$ cat config.mk
export PLATFORM = sky130hd
export DESIGN_NAME = bcd_time_counter_flat
export DESIGN_NICKNAME = d
export VERILOG_FILES = /design/src/rtl/bcd_time_counter_if.sv /design/src/rtl/bcd_time_counter.sv /design/src/flat_wrapper.sv
export SDC_FILE = /design/constraint.sdc
export NUM_CORES = 1
export LEC_CHECK = 0
export ABC_CLOCK_PERIOD_IN_PS = 3100
export BUFFER_PORTS_ARGS = -buffer_cell sky130_fd_sc_hd__buf_4
export CAP_MARGIN = 30
export CORE_MARGIN = 5
export CORE_UTILIZATION = 40
export DETAILED_ROUTE_END_ITERATION = 8
export PLACE_DENSITY_LB_ADDON = 0.08
export SYNTH_ARGS = -nofsm -noshare
export SYNTH_HDL_FRONTEND = slang
export SYNTH_SLANG_ARGS = --single-unit
$ cat constraint.sdc
create_clock -name clk -period 3.1 [get_ports clk]
set_input_delay 0.31 -clock clk [delete_from_list [all_inputs] [get_ports clk]]
set_output_delay 0.31 -clock clk [all_outputs]
set_load 0.02 [all_outputs]
$ cat src/rtl/bcd_time_counter_if.sv
// Groups the tick/load/count signals of the BCD time counter into one bundle.
// The master drives the controls; the slave (the counter) drives count and flags.
interface bcd_time_counter_if #(
    parameter int W = 16
);
    logic         tick;
    logic         mode;
    logic         load;
    logic [W-1:0] load_val;
    logic [W-1:0] Y;
    logic         at_zero;
    logic         at_max;
    logic         term;

    modport master (
        output tick, mode, load, load_val,
        input  Y, at_zero, at_max, term
    );

    modport slave (
        input  tick, mode, load, load_val,
        output Y, at_zero, at_max, term
    );
endinterface

$ cat src/rtl/bcd_time_counter.sv
// Up/down counter of NUM_GROUPS base-60 BCD digit pairs with clamped load, wrap/saturate and term pulse.
// Latency: 1 cycle from tick to Y; 3 cycles from tick rise with BCD_TICK_SYNC_EN defined (async tick synchronised).
// Backpressure: none; every step and load is accepted, priority rst > load > tick.
module bcd_time_counter #(
    parameter int NUM_GROUPS = 2,
    parameter bit WRAP       = 1'b1
) (
    input  logic              clk,
    input  logic              rst,
    bcd_time_counter_if.slave bus
);
    localparam int W  = 8 * NUM_GROUPS;
    localparam int ND = 2 * NUM_GROUPS;

    // Odd digits are tens of a base-60 pair, so they stop at 5.
    function automatic logic [3:0] digit_lim(input int i);
        return (i % 2 == 1) ? 4'd5 : 4'd9;
    endfunction

    function automatic logic [W-1:0] max_count();
        logic [W-1:0] m;
        m = '0;
        for (int i = 0; i < ND; i++) begin
            m[4*i +: 4] = digit_lim(i);
        end
        return m;
    endfunction

    localparam logic [W-1:0] MAX_VAL = max_count();

    logic         step;
    logic [W-1:0] y_q;
    logic [W-1:0] y_d;
    logic         term_q;
    logic         term_d;
    logic [W-1:0] clamped;
    logic [W-1:0] inc_val;
    logic [W-1:0] dec_val;
    logic         inc_carry;
    logic         dec_borrow;
    logic [3:0]   lim;
    logic [3:0]   ld_dig;
    logic [3:0]   cur_dig;

`ifdef BCD_TICK_SYNC_EN
    logic tick_meta;
    logic tick_sync;
    logic tick_prev;

    always_ff @(posedge clk) begin
        if (rst) begin
            tick_meta <= 1'b0;
            tick_sync <= 1'b0;
            tick_prev <= 1'b0;
        end else begin
            tick_meta <= bus.tick;
            tick_sync <= tick_meta;
            tick_prev <= tick_sync;
        end
    end

    assign step = tick_sync & ~tick_prev;
`else
    assign step = bus.tick;
`endif

    // Clamp, increment and decrement all computed in one ripple pass over the digits.
    always_comb begin
        clamped    = '0;
        inc_val    = '0;
        dec_val    = '0;
        inc_carry  = 1'b1;
        dec_borrow = 1'b1;
        lim        = 4'd0;
        ld_dig     = 4'd0;
        cur_dig    = 4'd0;
        for (int i = 0; i < ND; i++) begin
            lim     = digit_lim(i);
            ld_dig  = bus.load_val[4*i +: 4];
            cur_dig = y_q[4*i +: 4];

            clamped[4*i +: 4] = (ld_dig > lim) ? lim : ld_dig;

            if (!inc_carry) begin
                inc_val[4*i +: 4] = cur_dig;
            end else if (cur_dig == lim) begin
                inc_val[4*i +: 4] = 4'd0;
            end else begin
                inc_val[4*i +: 4] = cur_dig + 4'd1;
                inc_carry         = 1'b0;
            end

            if (!dec_borrow) begin
                dec_val[4*i +: 4] = cur_dig;
            end else if (cur_dig == 4'd0) begin
                dec_val[4*i +: 4] = lim;
            end else begin
                dec_val[4*i +: 4] = cur_dig - 4'd1;
                dec_borrow        = 1'b0;
            end
        end
    end

    // A carry/borrow out of the top digit means we stepped past an end of the range.
    always_comb begin
        y_d    = y_q;
        term_d = 1'b0;
        if (bus.load) begin
            y_d = clamped;
        end else if (step) begin
            if (!bus.mode) begin
                if (inc_carry) begin
                    if (WRAP) begin
                        y_d    = '0;
                        term_d = 1'b1;
                    end
                end else begin
                    y_d    = inc_val;
                    term_d = (inc_val == MAX_VAL);
                end
            end else begin
                if (dec_borrow) begin
                    if (WRAP) begin
                        y_d    = MAX_VAL;
                        term_d = 1'b1;
                    end
                end else begin
                    y_d    = dec_val;
                    term_d = (dec_val == '0);
                end
            end
        end
    end

    always_ff @(posedge clk) begin
        if (rst) begin
            y_q    <= '0;
            term_q <= 1'b0;
        end else begin
            y_q    <= y_d;
            term_q <= term_d;
        end
    end

    assign bus.Y       = y_q;
    assign bus.at_zero = (y_q == '0);
    assign bus.at_max  = (y_q == MAX_VAL);
    assign bus.term    = term_q;
endmodule

$ cat src/flat_wrapper.sv
// flat-port wrapper written by rule: the top's interface ports become plain ports
module bcd_time_counter_flat 
#(
    parameter int NUM_GROUPS = 2,
    parameter bit WRAP       = 1'b1
)
  (clk, rst, bus_tick, bus_mode, bus_load, bus_load_val, bus_Y, bus_at_zero, bus_at_max, bus_term);
  bcd_time_counter_if #(.W(16)) bus_i ();
  input  logic clk;
  input  logic rst;
  input wire logic [$bits(bus_i.tick)-1:0] bus_tick;
  input wire logic [$bits(bus_i.mode)-1:0] bus_mode;
  input wire logic [$bits(bus_i.load)-1:0] bus_load;
  input wire logic [$bits(bus_i.load_val)-1:0] bus_load_val;
  output wire logic [$bits(bus_i.Y)-1:0] bus_Y;
  output wire logic [$bits(bus_i.at_zero)-1:0] bus_at_zero;
  output wire logic [$bits(bus_i.at_max)-1:0] bus_at_max;
  output wire logic [$bits(bus_i.term)-1:0] bus_term;
  assign bus_i.tick = bus_tick;
  assign bus_i.mode = bus_mode;
  assign bus_i.load = bus_load;
  assign bus_i.load_val = bus_load_val;
  assign bus_Y = bus_i.Y;
  assign bus_at_zero = bus_i.at_zero;
  assign bus_at_max = bus_i.at_max;
  assign bus_term = bus_i.term;
  bcd_time_counter #(.NUM_GROUPS(NUM_GROUPS), .WRAP(WRAP)) u_core (.clk(clk), .rst(rst), .bus(bus_i));
endmodule
==> impl_metrics.yaml, run 1 <==
power:
  p_sw_frac: 0.363
  p_comb_frac: 0.348
  power.leakage_uw: 0.000721
  power_density_nw_per_um2: 339
  p_sw_uw: 244
  pwr-share-seq: 0.393
  irDropWorstVdd_mv: 0.194
  clockPowerShare: 0.259
  intPower_uw: 427
global_route:
  grt_pass1_wl_um: 8520
  overflow: 0
  antenna_found_initial: 0
  gr-usage-met2: 0.304
  grt_pass1_vias: 1690
  met3_usage: 0.0351
  grtUsageTotal: 0.196
  grt.busiest_layer: "met2"
  grt_max_degree: 29
  met1_usage: 0.286
worst_hold_path:
  hold_start: "bus_load_val[0]"
  hold_path.class: "primary input to flip-flop"
logic_synthesis:
  synth_top_area_share: 0.206
  yosysWarningCount: 0
  synth-main-ff-cell: "dfxtp_1"
  synth.distinct_cells: 53
  synth-seq-area-share: 0.206
  syn_area_um2: 1650
  yosysTopAreaCell: "dfxtp_1"
  synth_area_per_cell_um2: 7.08
  synth_edf_count: 0
  ys_top_cells_by_area: "dfxtp_1, a21oi_1, nand2b_1"
  ys_ff_latch: 17
  synth_cells: 233
  syn_nets: 254
  ys_async_sr_fraction: 0
timing:
  tns_ns: 0
  tightest_slew_ns: 0.696
  max_slew_margin: 0.536
  drv_slew: 0
  layout_min_cycle_time_ns: 2.59
  max_freq_mhz: 386
  rsz0062_at_grt: "no"
  whs_ns: 0.325
  finClkSkew_ns: 0.00122
  final_hold_viol_count: 0
  setup_viol: 0
  fin_crit_sh: 0.837
place:
  post-dp-hpwl_um: 3690
  portBuffers: 39
  routabilityCongestion: 0.802
run:
  maxCapViolCount: 0
clock_tree:
  cts_tree: "yes"
  cts_made_buffers: 3
  cts-htree-levels: 1
  clockRootBuffer: "clkbuf_8"
  hold_buffers: 0
  post_cts_buffers: 0
  clkTransAtPathRegs_ns: 0.07
  numClockSinks: 17
  cts_resized: 0
  ctsLongestPathBuffers: 2
  clock_latency_ns: 0.25
die:
  start_util: 0.413
  die_h_um: 74.2
  core-area_um2: 4000
  die_area_um2: 5510
  die_w_um: 74.2
  rows: 23
  io_pins: 40
worst_setup_path:
  rr_worst_depth: 5
  worst-endpoint-required_ns: 2.79
  worst-endpoint-arrival_ns: 2.28
  slowest_stage: "or4_1"
  rr_endpoint: "u_core.bus.Y[15]"
  cp_max_fo: 14
  end_kind: "output port"
  worstPathCellList: "nand4bb_1, or4_1, nor2_1, buf_4"
  slowest_delay_ns: 0.68
  cp-start-kind: "flip-flop"
  startpoint: "u_core.bus.Y[6]"
  endpoint: "bus_at_max"
  timing.rr.start: "u_core.bus.Y[6]"
  worstSetupPathType: "flip-flop to output port"
  ff2ff_setup_slack_ns: 0.63
run_status:
  status: "completed"
cells_and_area:
  fillers: 413
  antenna_cells: 0
  final_nets: 277
  syn_to_final_growth_pct: 20.0
  drive_gt1_frac: 0.220
route:
  drcViolationCount: 0
  wl_per_cell_um: 16.8
  drt_first_pass_iters: 4
  vias: 1848
  drt_wl_total_um: 5120
  first_iter_violations: 203
  vias_per_cell: 6.06
  ant_nets: 0
## kinds of logic (layout without fill, tap and decap cells)
group,count (synthesis),count (layout),share of synthesized area
buffers and inverters,33,55,0.0766
DFF,17,17,0.206
xor gates and xnor gates,7,7,0.0372
muxes,4,4,0.0250
and+or+nand+nor,99,99,0.351
AOI/OAI and AO/OA,73,73,0.304
## synth_stat cells, drive strengths merged, types with 2 or more instances
cell / instances
nor2: 18
o41ai: 2
buf: 4
inv: 9
or4: 7
o311ai: 2
o21a: 3
dfxtp: 17
xor2: 2
or2: 4
o22ai: 3
a211oi: 6
nand3: 3
a211o: 3
o32ai: 2
o31ai: 4
nor2b: 5
nor3b: 3
nor4b: 2
a311oi: 3
a31oi: 5
nand2: 11
clkbuf: 20
a21oi: 19
or3: 5
xnor2: 5
o21ai: 11
and3b: 2
mux2i: 3
nor4: 10
nand2b: 14
nor3: 9
## worst min path at each step
| stage | to | slack (ns) | depth (start not counted) |
|---|---|---|---|
| 6_report | u_core.bus.Y[0] | 0.32 | 3 |
| 5_1_grt | u_core.bus.Y[0] | 0.34 | 3 |
| 4_1_cts | u_core.bus.Y[0] | 0.33 | 3 |
| 3_5_place_dp | u_core.bus.Y[15] | 0.57 | 2 |
| 3_3_place_gp | u_core.bus.Y[15] | 0.56 | 2 |
| 2_1_floorplan | u_core.bus.Y[0] | 0.46 | 2 |
## cell usage in the layout, fill, tap and decap left out, types with 2 or more instances in the layout
master and count:
o21a_1 3, nor4_1 10, a311oi_1 3, nand2b_1 14, inv_1 9, nor3b_1 3
a211o_1 3, o21ai_0 10, o41ai_1 2, nor4b_1 2, or2_2 4, dfxtp_1 17
o31ai_1 4, nor2_1 18, xor2_1 2, a31oi_1 5, a211oi_1 6, and3b_1 2
o22ai_1 3, nor2b_1 5, or4_4 3, or4_1 4, xnor2_1 5, buf_4 42
nand3_1 3, o32ai_1 2, clkbuf_8 3, or3_1 5, nor3_1 9, mux2i_1 3
nand2_1 11, a21oi_1 19
## worst max-delay path: cells and delay by family (launching register included)
kind                   cells  cell delay [ns]
DFF                        1             0.61
buffers and inverters      1             0.15
and+or+nand+nor            3             1.26
## final cells by class
class                   count  area (um2)  area share
flip-flops and latches     17         340       0.172
clock buffers               4        45.0      0.0227
repair buffers             42         315       0.159
multi-input cells         183        1180       0.598
inverters                   9        33.8      0.0171
well taps                  50        62.6      0.0316
## registers in the layout (all words and copies together) (netlist names)
name and flops:
u_core.bus.Y 16, u_core.bus.term 1
## per-layer routing
layer  vias up  share of wire
li1        915              -
met1       862           0.45
met2        69           0.47
met3         2          0.077
met4         0         0.0047
met5         -              0
## power groups by stage
stage	clock network, uW	registers, uW	logic, uW
2_1_floorplan	0	266	155
3_3_place_gp	0	268	232
3_5_place_dp	0	268	232
4_1_cts	177	263	233
5_1_grt	182	267	257
6_report	174	264	234
## per-stage QoR
stage / setup WS [ns] / util / total power [uW] / area [um2] / instances
floorplan: 0.842 / - / 421 / 1650 / 233
global placement: 0.732 / 0.484 / 500 / 1940 / 301
detailed placement: 0.667 / 0.484 / 500 / 1940 / 301
CTS: 0.554 / 0.495 / 672 / 1980 / 305
global route: 0.365 / 0.495 / 707 / 1980 / 305
finish: 0.506 / 0.495 / 671 / 1980 / 305
No activity file was read; power rests on OpenSTA's default activity.
==> run 2, diff against run 1 <==
--- a/config.mk
+++ b/config.mk
@@ -5,7 +5,8 @@
 export SDC_FILE = /design/constraint.sdc
 export NUM_CORES = 1
 export LEC_CHECK = 0
-export ABC_CLOCK_PERIOD_IN_PS = 3100
+export ABC_AREA = 1
+export ABC_CLOCK_PERIOD_IN_PS = 2600
 export BUFFER_PORTS_ARGS = -buffer_cell sky130_fd_sc_hd__buf_4
 export CAP_MARGIN = 30
 export CORE_MARGIN = 5
==> constraint.sdc (replaced) <==
create_clock -name clk -period 2.6 [get_ports clk]
set_input_delay 0.26 -clock clk [delete_from_list [all_inputs] [get_ports clk]]
set_output_delay 0.26 -clock clk [all_outputs]
set_load 0.02 [all_outputs]
==> run 2 against run 1 <==
Compared with the run above:
- worst setup slack better by 0.017 ns
- synthesized area increased by 13%
- highest routed layer unchanged
- clock power increased by 28%
- first-iteration DRC count up 17%
- combinational power grew 42%
- final area is 11% higher
- power grew 29%
- global-route usage decreased by 0.71 points
- clock-buffer cell count unchanged
==> impl_metrics.yaml, run 2 <==
die:
  die_area_um2: 6100
  core-area_um2: 4410
  die_w_um: 78.1
  io_pins: 40
  die_h_um: 78.1
  rows: 24
  start_util: 0.421
worst_setup_path:
  cp-start-kind: "flip-flop"
  timing.rr.start: "u_core.bus.Y[4]"
  startpoint: "u_core.bus.Y[4]"
  end_kind: "output port"
  rr_worst_depth: 9
  worstSetupPathType: "flip-flop to output port"
  ff2ff_setup_slack_ns: 0.75
  rr_endpoint: "u_core.bus.Y[2]"
  endpoint: "bus_at_max"
  worst-endpoint-required_ns: 2.34
  worst-endpoint-arrival_ns: 1.82
  cp_max_fo: 10
logic_synthesis:
  synth_edf_count: 0
  synth-seq-area-share: 0.183
  syn_area_um2: 1860
  ys_top_cells_by_area: "nand2_1, dfxtp_1, nor2_1"
  synth_top_area_share: 0.198
  ys_top_cells_by_count: "nand2_1, nor2_1, inv_1"
  ys_ff_latch: 17
  yosysTopAreaCell: "nand2_1"
  synth_cells: 335
  syn_nets: 356
  synth-main-ff-cell: "dfxtp_1"
  synth_most_common_cell: "nand2_1"
  ys_async_sr_fraction: 0
  yosysWarningCount: 0
  synth.distinct_cells: 29
  synth_area_per_cell_um2: 5.54
global_route:
  grtUsageTotal: 0.189
  grt_pass1_vias: 1942
  grt_max_degree: 19
  grt_pass1_wl_um: 9520
  overflow: 0
  antenna_found_initial: 0
clock_tree:
  ctsLongestPathBuffers: 2
  cts-htree-levels: 1
  clkTransAtPathRegs_ns: 0.08
  post_cts_buffers: 0
  cts_made_buffers: 3
  numClockSinks: 17
  cts_resized: 0
  clock_latency_ns: 0.26
  cts_tree: "yes"
  hold_buffers: 0
  clockRootBuffer: "clkbuf_8"
cells_and_area:
  mostFrequentLayoutCell: "nand2_1"
  antenna_cells: 0
  layout_common_cells: "nand2_1, nor2_1, inv_1, buf_4"
  syn_to_final_growth_pct: 18.9
  largest_reg_flops: 16
  drive_gt1_frac: 0.188
  fin_util: 0.500
  final_nets: 390
power:
  power.leakage_uw: 0.00112
  irDropWorstVdd_mv: 0.224
  power_density_nw_per_um2: 393
  p_total_uw: 868
route:
  drt_wl_total_um: 5760
  drt_first_pass_iters: 4
  drcViolationCount: 0
  vias: 2200
  ant_nets: 0
  wl_per_cell_um: 13.7
  vias_per_cell: 5.24
  first_iter_violations: 238
timing:
  max_slew_margin: 0.706
  tightest_slew_ns: 0.440
  max_freq_mhz: 481
  finClkSkew_ns: 0.00128
  setup_viol: 0
  rsz0062_at_grt: "no"
  tns_ns: 0
  fin_crit_sh: 0.799
  drv_slew: 0
  layout_min_cycle_time_ns: 2.08
  final_hold_viol_count: 0
place:
  routabilityCongestion: 0.937
  post-dp-hpwl_um: 4470
  portBuffers: 39
worst_hold_path:
  hold_path.class: "primary input to flip-flop"
run:
  maxCapViolCount: 0
run_status:
  status: "completed"
==> run 2: layout make-up <==
type                            instances  area (um2)
Fill cell                             482        2210
Clock buffer                            4        45.0
Tap cell                               52        65.1
Multi-Input combinational cell        260        1280
Sequential cell                        17         340
Inverter                               46         173
Timing Repair Buffer                   41         308
==> run 2: logic make-up (layout without fill, tap and decap cells) <==
family                    Yosys count  count (layout)  share of synthesized area
and+or+nand+nor                   191             191                      0.474
AOI/OAI and AO/OA                  63              63                      0.185
buffers and inverters              58              91                      0.129
DFF                                17              17                      0.183
xor gates and xnor gates            6               6                     0.0283
==> run 2: layer usage <==
layer / vias to the layer above / share of wire / global-route usage / wire [um]
met2: 93 / 0.43 / 0.287 / 2480
met1: 968 / 0.48 / 0.280 / 2760
met3: 4 / 0.084 / 0.0297 / 481
met5: - / 0 / 0 / 0
met4: 0 / 0.0063 / 0.0355 / 36
li1: 1135 / - / - / -
==> run 2: how the worst min path moves through the flow <==
stage,startpoint,endpoint,slack (ns),cells past startpoint
after floorplan,rst,u_core.bus.Y[12],0.33,1
after global placement,u_core.bus.Y[15],u_core.bus.Y[15],0.47,2
after detailed placement,u_core.bus.Y[15],u_core.bus.Y[15],0.48,2
after CTS,rst,u_core.bus.Y[11],0.29,2
after global routing,rst,u_core.bus.Y[11],0.31,2
final,rst,u_core.bus.Y[11],0.29,2
==> run 2: power breakdown <==
group	switching [uW]	internal, uW
logic	208	125
clock network	112	109
registers	38.8	276
==> run 2: worst max-delay path, cell delays in order, from the launching register on <==
cell,delay (ns)
dfxtp_1,0.54
nand2_1,0.13
nor2_2,0.29
nand2_4,0.13
nor2_4,0.14
nand2_1,0.12
inv_1,0.07
buf_4,0.13
==> run 2: through the flow <==
stage	cell area, um2	setup WS, ns	instances	hold WS (ns)
CTS	2210	0.516	420	0.293
global route	2210	0.420	420	0.310
global placement	2160	0.750	416	0.475
floorplan	1860	0.972	335	0.329
finish	2210	0.523	420	0.287
detailed placement	2160	0.764	416	0.480
==> run 3, diff against run 2 <==
--- a/config.mk
+++ b/config.mk
@@ -6,7 +6,7 @@
 export NUM_CORES = 1
 export LEC_CHECK = 0
 export ABC_AREA = 1
-export ABC_CLOCK_PERIOD_IN_PS = 2600
+export ABC_CLOCK_PERIOD_IN_PS = 1900
 export BUFFER_PORTS_ARGS = -buffer_cell sky130_fd_sc_hd__buf_4
 export CAP_MARGIN = 30
 export CORE_MARGIN = 5
==> constraint.sdc (replaced) <==
create_clock -name clk -period 1.9 [get_ports clk]
set_input_delay 0.19 -clock clk [delete_from_list [all_inputs] [get_ports clk]]
set_output_delay 0.19 -clock clk [all_outputs]
set_load 0.02 [all_outputs]
==> run 3 against run 2 <==
Compared with the run above:
- final cell count is 1.2% higher
- first-iteration DRC count is 21% lower
- final area is 2.7% higher
- clock skew is 0.0016 ns higher
- clock power is 32% higher
- worst setup slack worse by 0.42 ns
- critical path type unchanged
==> impl_metrics.yaml, run 3 (synthesis results as in run 2) <==
die:
  rows: 24
  die_w_um: 78.1
  core-area_um2: 4410
  io_pins: 40
  start_util: 0.421
  die_area_um2: 6100
  die_h_um: 78.1
timing:
  setup_viol: 0
  final_hold_viol_count: 0
  finClkSkew_ns: 0.00288
  fin_crit_sh: 0.946
  layout_min_cycle_time_ns: 1.80
  tns_ns: 0
  max_slew_margin: 0.753
  tightest_slew_ns: 0.370
  rsz0062_at_grt: "no"
  max_freq_mhz: 557
  drv_slew: 0
clock_tree:
  clkTransAtPathRegs_ns: 0.07
  hold_buffers: 0
  cts-htree-levels: 1
  ctsLongestPathBuffers: 2
  cts_made_buffers: 3
  clock_latency_ns: 0.26
  numClockSinks: 17
  cts_tree: "yes"
  clockRootBuffer: "clkbuf_8"
power:
  power_density_nw_per_um2: 528
  irDropWorstVdd_mv: 0.368
  power.leakage_uw: 0.00115
place:
  post-dp-hpwl_um: 4640
  placed_cells: 420
  portBuffers: 39
  place_area_um2: 2190
  routabilityCongestion: 0.937
cells_and_area:
  layout_common_cells: "nand2_1, buf_4, nor2_1"
  final_area_um2: 2270
  stdcell_count: 425
  mostFrequentLayoutCell: "nand2_1"
  largest_reg_flops: 16
  syn_to_final_growth_pct: 22.1
  drive_gt1_frac: 0.231
  antenna_cells: 0
  final_nets: 395
route:
  ant_nets: 0
  vias: 2215
  wl_per_cell_um: 14.1
  vias_per_cell: 5.21
  drt_first_pass_iters: 5
  first_iter_violations: 189
  drt_wl_total_um: 5990
  drcViolationCount: 0
worst_setup_path:
  worst-endpoint-arrival_ns: 1.61
  cp-start-kind: "flip-flop"
  rr_endpoint: "u_core.bus.term"
  rr_worst_depth: 14
  cp_max_fo: 9
  worstSetupPathType: "flip-flop to output port"
  end_kind: "output port"
  ff2ff_setup_slack_ns: 0.17
  timing.rr.start: "u_core.bus.Y[7]"
  worst-endpoint-required_ns: 1.71
run_status:
  status: "completed"
global_route:
  grt_pass1_vias: 2063
  grt_pass1_wl_um: 10000
  grtUsageTotal: 0.199
  antenna_found_initial: 0
  overflow: 0
  grt_max_degree: 19
worst_hold_path:
  hold_depth: 2
  hold_path.class: "primary input to flip-flop"
  whs_endpoint: "u_core.bus.Y[11]"
  hold_start: "rst"
run:
  maxCapViolCount: 0
-- run 3: changes by cell type in the layout (fill, tap and decap cells not counted) --
cell	delta
buf_4	+5
dfxtp_1	-9
dfxtp_2	+9
inv_1	-1
inv_2	+1
nor2_1	-2
nor2_2	+1
nor2_4	+1
-- run 3: how the worst max path moves through the flow --
stage / startpoint / to / slack [ns]
after floorplan: u_core.bus.Y[4] / u_core.bus.Y[2] / 0.27
after global placement: u_core.bus.Y[4] / u_core.bus.Y[2] / 0.10
after detailed placement: u_core.bus.Y[0] / u_core.bus.Y[2] / 0.09
after CTS: u_core.bus.Y[3] / bus_at_max / 0.01
after global routing: u_core.bus.Y[7] / bus_at_zero / 0.009
final: u_core.bus.Y[0] / bus_at_zero / 0.10
-- run 3: metrics by stage --
step	setup slack, ns	total power [uW]	hold WS [ns]	utilization
3_5_place_dp	0.0883	901	0.482	0.497
4_1_cts	0.0142	1200	0.222	0.509
3_3_place_gp	0.100	903	0.492	0.497
6_report	0.103	1200	0.226	0.514
2_1_floorplan	0.272	754	0.259	-
5_1_grt	0.00932	1280	0.224	0.514
-- run 3: area by class of cell --
type                       instances  area [um2]
clock buffer                       4        45.0
sequential                        17         352
timing repair buffer              46         345
multi-input combinational        260        1290
inverter                          46         173
tap                               52        65.1
fill                             491        2150
-- run 3: timing repair --
item	CTS	global route
resized for setup	2	11
hold endpoints to repair	0	0
pin swaps	0	2
setup buffers	0	1
endpoints found under the setup margin	1	4
-- run 3: layer usage --
layer | vias up | wire, um | track usage | part of all wire
li1 | 1150 | - | - | -
met1 | 960 | 2930 | 0.298 | 0.49
met2 | 96 | 2480 | 0.290 | 0.41
met3 | 9 | 503 | 0.0400 | 0.084
met4 | 0 | 82 | 0.0490 | 0.014
met5 | - | 0 | 0 | 0
-- run 3: critical path, cell delays in order, from the launching register on --
cell and delay [ns]:
dfxtp_2 0.38, nor2_4 0.16, nand2_4 0.12, nor2_8 0.17, nand2_4 0.09, nor2_1 0.09, nand2_1 0.12, inv_1 0.08
buf_4 0.13
-- run 3: power breakdown --
group | switching [uW] | internal [uW]
registers | 50.3 | 381
logic | 294 | 180
clock network | 143 | 149
